File: src/rtl/gray_updn_ctr_if.sv
// Control and status bundle for the Gray up/down counter.
// master drives the count controls; slave is the counter itself.
interface gray_updn_ctr_if #(
  parameter int WIDTH = 4
);
  logic             en;
  logic             up;
  logic             clr;
  logic             load;
  logic [WIDTH-1:0] load_gray;
  logic [WIDTH-1:0] q;
  logic [WIDTH-1:0] bin;
  logic             wrap;
  logic             at_max;
  logic             at_min;

  modport master (
    output en, up, clr, load, load_gray,
    input  q, bin, wrap, at_max, at_min
  );

  modport slave (
    input  en, up, clr, load, load_gray,
    output q, bin, wrap, at_max, at_min
  );
endinterface

File: src/rtl/gray_updn_ctr.sv
// Up/down Gray counter with clear, Gray parallel load and optional saturation.
// q is its own flop bank so it stays glitch-free for clock-domain crossing.
module gray_updn_ctr #(
  parameter int WIDTH     = 4,
  parameter int SATURATE  = 0,
  parameter int RESET_VAL = 0
) (
  input logic             clk,
  input logic             reset,
  gray_updn_ctr_if.slave  bus
);

  localparam logic [WIDTH-1:0] RST_B   = WIDTH'(RESET_VAL);
  localparam logic [WIDTH-1:0] RST_G   = RST_B ^ (RST_B >> 1);
  localparam logic [WIDTH-1:0] MAX_B   = '1;
  localparam bit               SAT_ON  = (SATURATE != 0);

  logic [WIDTH-1:0] b;
  logic [WIDTH-1:0] b_nxt;
  logic [WIDTH-1:0] q_r;
  logic             wrap_r;
  logic             wrap_nxt;

  function automatic logic [WIDTH-1:0] gray2bin(input logic [WIDTH-1:0] g);
    logic [WIDTH-1:0] r;
    r[WIDTH-1] = g[WIDTH-1];
    for (int i = WIDTH-2; i >= 0; i--) begin
      r[i] = r[i+1] ^ g[i];
    end
    return r;
  endfunction

  always_comb begin
    b_nxt    = b;
    wrap_nxt = 1'b0;
    if (bus.clr) begin
      b_nxt = RST_B;
    end else if (bus.load) begin
      b_nxt = gray2bin(bus.load_gray);
    end else if (bus.en) begin
      if (bus.up) begin
        if (b == MAX_B) begin
          if (!SAT_ON) begin
            b_nxt    = '0;
            wrap_nxt = 1'b1;
          end
        end else begin
          b_nxt = b + 1'b1;
        end
      end else begin
        if (b == '0) begin
          if (!SAT_ON) begin
            b_nxt    = MAX_B;
            wrap_nxt = 1'b1;
          end
        end else begin
          b_nxt = b - 1'b1;
        end
      end
    end
  end

  // q is loaded from the next binary value, never decoded from b.
  always_ff @(posedge clk or posedge reset) begin
    if (reset) begin
      b      <= RST_B;
      q_r    <= RST_G;
      wrap_r <= 1'b0;
    end else begin
      b      <= b_nxt;
      q_r    <= b_nxt ^ (b_nxt >> 1);
      wrap_r <= wrap_nxt;
    end
  end

  assign bus.bin    = b;
  assign bus.q      = q_r;
  assign bus.wrap   = wrap_r;
  assign bus.at_max = (b == MAX_B);
  assign bus.at_min = (b == '0);

endmodule

File: src/flat_wrapper.sv
// flat-port wrapper written by rule: the top's interface ports become plain ports
module gray_updn_ctr_flat 
#(
  parameter int WIDTH     = 4,
  parameter int SATURATE  = 0,
  parameter int RESET_VAL = 0
)
  (clk, reset, bus_en, bus_up, bus_clr, bus_load, bus_load_gray, bus_q, bus_bin, bus_wrap, bus_at_max, bus_at_min);
  gray_updn_ctr_if #(.WIDTH(WIDTH)) bus_i ();
  input logic clk;
  input logic reset;
  input wire logic [$bits(bus_i.en)-1:0] bus_en;
  input wire logic [$bits(bus_i.up)-1:0] bus_up;
  input wire logic [$bits(bus_i.clr)-1:0] bus_clr;
  input wire logic [$bits(bus_i.load)-1:0] bus_load;
  input wire logic [$bits(bus_i.load_gray)-1:0] bus_load_gray;
  output wire logic [$bits(bus_i.q)-1:0] bus_q;
  output wire logic [$bits(bus_i.bin)-1:0] bus_bin;
  output wire logic [$bits(bus_i.wrap)-1:0] bus_wrap;
  output wire logic [$bits(bus_i.at_max)-1:0] bus_at_max;
  output wire logic [$bits(bus_i.at_min)-1:0] bus_at_min;
  assign bus_i.en = bus_en;
  assign bus_i.up = bus_up;
  assign bus_i.clr = bus_clr;
  assign bus_i.load = bus_load;
  assign bus_i.load_gray = bus_load_gray;
  assign bus_q = bus_i.q;
  assign bus_bin = bus_i.bin;
  assign bus_wrap = bus_i.wrap;
  assign bus_at_max = bus_i.at_max;
  assign bus_at_min = bus_i.at_min;
  gray_updn_ctr #(.WIDTH(WIDTH), .SATURATE(SATURATE), .RESET_VAL(RESET_VAL)) u_core (.clk(clk), .reset(reset), .bus(bus_i));
endmodule
File: config.mk
export PLATFORM = sky130hd
export DESIGN_NAME = gray_updn_ctr_flat
export DESIGN_NICKNAME = d
export VERILOG_FILES = /design/src/rtl/gray_updn_ctr_if.sv /design/src/rtl/gray_updn_ctr.sv /design/src/flat_wrapper.sv
export SDC_FILE = /design/constraint.sdc
export NUM_CORES = 1
export LEC_CHECK = 0
export BUFFER_PORTS_ARGS = -buffer_cell sky130_fd_sc_hd__buf_2
export CAP_MARGIN = 25
export CORE_MARGIN = 2
export CORE_UTILIZATION = 30
export CTS_BUF_LIST = sky130_fd_sc_hd__clkbuf_4 sky130_fd_sc_hd__clkbuf_8
export DETAILED_ROUTE_END_ITERATION = 16
export GPL_ROUTABILITY_DRIVEN = 0
export GPL_TIMING_DRIVEN = 0
export PLACE_DENSITY = 0.52
export SETUP_SLACK_MARGIN = 0.05
export SYNTH_ARGS = -nofsm -noshare
export SYNTH_HDL_FRONTEND = slang
export SYNTH_SLANG_ARGS = --single-unit
File: constraint.sdc
create_clock -name clk -period 2.05 [get_ports clk]
set_input_delay 0.41 -clock clk [delete_from_list [all_inputs] [get_ports clk]]
set_output_delay 0.41 -clock clk [all_outputs]
set_load 0.01 [all_outputs]
==> impl_metrics.toml <==
[final_layout]
nets = 93
antenna_cells = 0
drive_gt1_share_pct = 32.9
final_cell_mix = "buf_2, inv_1, dfrtp_1, xnor2_1"
final.fill_count = 182
fin_util_pct = 40.7
area_delta_synth_final_pct = 26.9
mostFrequentLayoutCell = "buf_2"

[grt]
grt_max_degree = 10
antenna_found_initial = 0
grt_use_total_pct = 10.8
grt_pass1_wl_mm = 1.71
grt_pass1_vias = 407
gr-total-overflow = 0

[worst_setup_path]
worst_setup_path_start_kind = "register"
r2r_cells = 7
worst-setup-path-type = "register to primary output"
timing.rr.end = "u_core.bus.q[2]$_DFF_PP0_"
worstSetupEndpointType = "primary output"
critical_path_required_ns = 1.64
rrSetupSlack_ns = 0.30
reg2reg_from = "u_core.bus.bin[0]$_DFF_PP0_"
crit_fanout = 9
crit_arrival_ns = 1.40

[logic_synthesis]
synth_cells = 57
yosysWarnings = 0
synth-adder-area-share_pct = 4.51
syn_area_per_cell_um2 = 9.72
synth_area_um2 = 554
yosysTopAreaCellShare_pct = 36.1
synth_compound_area_share_pct = 17.6
ys_seq_elements = 8
synth_top_family_by_area = "compound AO/OA/AOI/OAI gates"
syn_nets = 69
yosysTopAreaCell = "dfrtp_1"
synthMuxAreaShare_pct = 7.22
synth-simple-area-share_pct = 10.8
ys_seq_area_share_pct = 36.1
synth_xor_area_share_pct = 15.6
synthTopCellsByArea = "dfrtp_1, xnor2_1, mux2i_1"
synth.distinct_cells = 25

[cts]
clk_latency_ns = 0.25
htreeDepth = 1
root_buffer = "clkbuf_4"
clk_path_buf_depth = 2
cts_made_buffers = 3
clkTransAtPathRegs_ns = 0.05
cts_hold_buf = 0
cts_num_sinks = 8
tritoncts = "built"
cts_setup_buffers = 0
cts_resized = 0

[routing]
drc_errors = 0
drt-total-wl_mm = 1.14
drt_iter0_markers = 11
detail-route-antenna-nets = 0
drt-wirelength-per-cell_um = 11.0
dr.pass1.iters = 4
drt-vias-per-instance = 4.53
vias = 471

[floorplanning]
initial_utilization_pct = 32.1
die_h_um = 47.0
pin_count = 21
die-area_mm2 = 0.00221
core-area_mm2 = 0.00173
num_rows = 15
die-width_um = 47.0

[power_and_ir_drop]
power_uw = 483
power_frac_seq_pct = 41.0
ir_drop_uv = 516
p_clk_share_pct = 24.3
p_leak_uw = 0.000367
power_frac_comb_pct = 34.7
cellPowerDensity_mw_per_mm2 = 687
p_switching_uw = 156
p_int_uw = 327
sw_frac_of_total_pct = 32.4

[sta]
drv_slew = 0
setup_violations = 0
holdWs_ns = 0.0869
slew-limit-headroom_pct = 80.0
fin_crit_ns = 1.81
clock-skew-final_ns = 0.00489
max_freq_ghz = 0.554
post-route-period-util_pct = 88.1
tightest_slew_ns = 0.297
setup-tns-final_ns = 0
hold_viol_final = 0
rsz0062_at_grt = "false"

[run_status]
status = "finished, final reports clean"

[placement]
dpl.hpwl_um = 901
port_buffers = 19

[hold_path]
min_path_type = "input port to asynchronous set/reset pin"

[run]
drv_cap = 0
## flip-flops by register name, indices dropped and copies added (netlist names)
signal	cells
u_core.bus.bin	4
u_core.bus.q	3
u_core.bus.wrap	1
## per-layer routing
layer	wire, um	GRT usage (%)
met3	84	4.62
met4	0	0
met2	493	16.7
met1	566	15.0
met5	0	0
## cell families after synthesis
logic type	count (synthesis)
and+or+nand+nor	11
AOI/OAI and AO/OA	14
xor gates and xnor gates	8
muxes	4
adders and majority gates	2
DFF	8
buffers and inverters	10
## worst max path at each step
stage,from,to,cells past startpoint
floorplan,u_core.bus.bin[0]$_DFF_PP0_,u_core.bus.q[2]$_DFF_PP0_,7
global placement,u_core.bus.bin[0]$_DFF_PP0_,u_core.bus.q[2]$_DFF_PP0_,7
detailed placement,u_core.bus.bin[0]$_DFF_PP0_,u_core.bus.q[2]$_DFF_PP0_,7
CTS,u_core.bus.bin[0]$_DFF_PP0_,bus_at_min,4
global route,u_core.bus.bin[0]$_DFF_PP0_,u_core.bus.q[2]$_DFF_PP0_,7
finish,u_core.bus.bin[0]$_DFF_PP0_,bus_at_min,4
## stage by stage
| step | std cells | setup slack, ns | area, um^2 |
|---|---|---|---|
| final | 104 | 0.245 | 703 |
| after floorplan | 57 | 0.418 | 554 |
| after global routing | 104 | 0.132 | 703 |
| after global placement | 101 | 0.287 | 681 |
| after CTS | 104 | 0.229 | 703 |
| after detailed placement | 101 | 0.286 | 681 |
## Yosys cell counts
cell type  number
ha_1            2
inv_1           8
a22oi_2         1
o21ai_1         1
xnor2_1         5
nor2_1          4
dfrtp_1         8
o21a_1          1
a21oi_1         4
o21ai_0         1
nor3b_1         1
xor3_2          1
mux2i_1         4
a31oi_1         1
nor2b_1         1
xor2_1          2
o221ai_1        1
buf_4           2
o311ai_0        1
and3_1          2
nand4_1         1
a21boi_0        1
o21bai_1        1
a311oi_1        1
nor4_1          2
## final cells by class
class,count,area [um^2],share of cell area (%)
Buffer,2,15.0,2.14
Clock buffer,3,22.5,3.20
Inverter,8,30.0,4.27
Multi-Input combinational cell,39,309,44.0
Sequential cell,8,200,28.5
Tap cell,25,31.3,4.45
Timing Repair Buffer,19,95.1,13.5
## worst max-delay path, cell delays in order (launching register included)
cell	delay (ns)
dfrtp_1	0.51
inv_1	0.10
ha_1	0.24
and3_1	0.16
buf_2	0.14
## power groups by stage
stage | sequential, uW | combinational, uW | clock [uW]
global route | 201 | 189 | 131
global placement | 201 | 169 | 0
detailed placement | 201 | 170 | 0
floorplan | 209 | 103 | 0
finish | 198 | 168 | 117
CTS | 198 | 171 | 125
(Power assumes the default switching activity.)
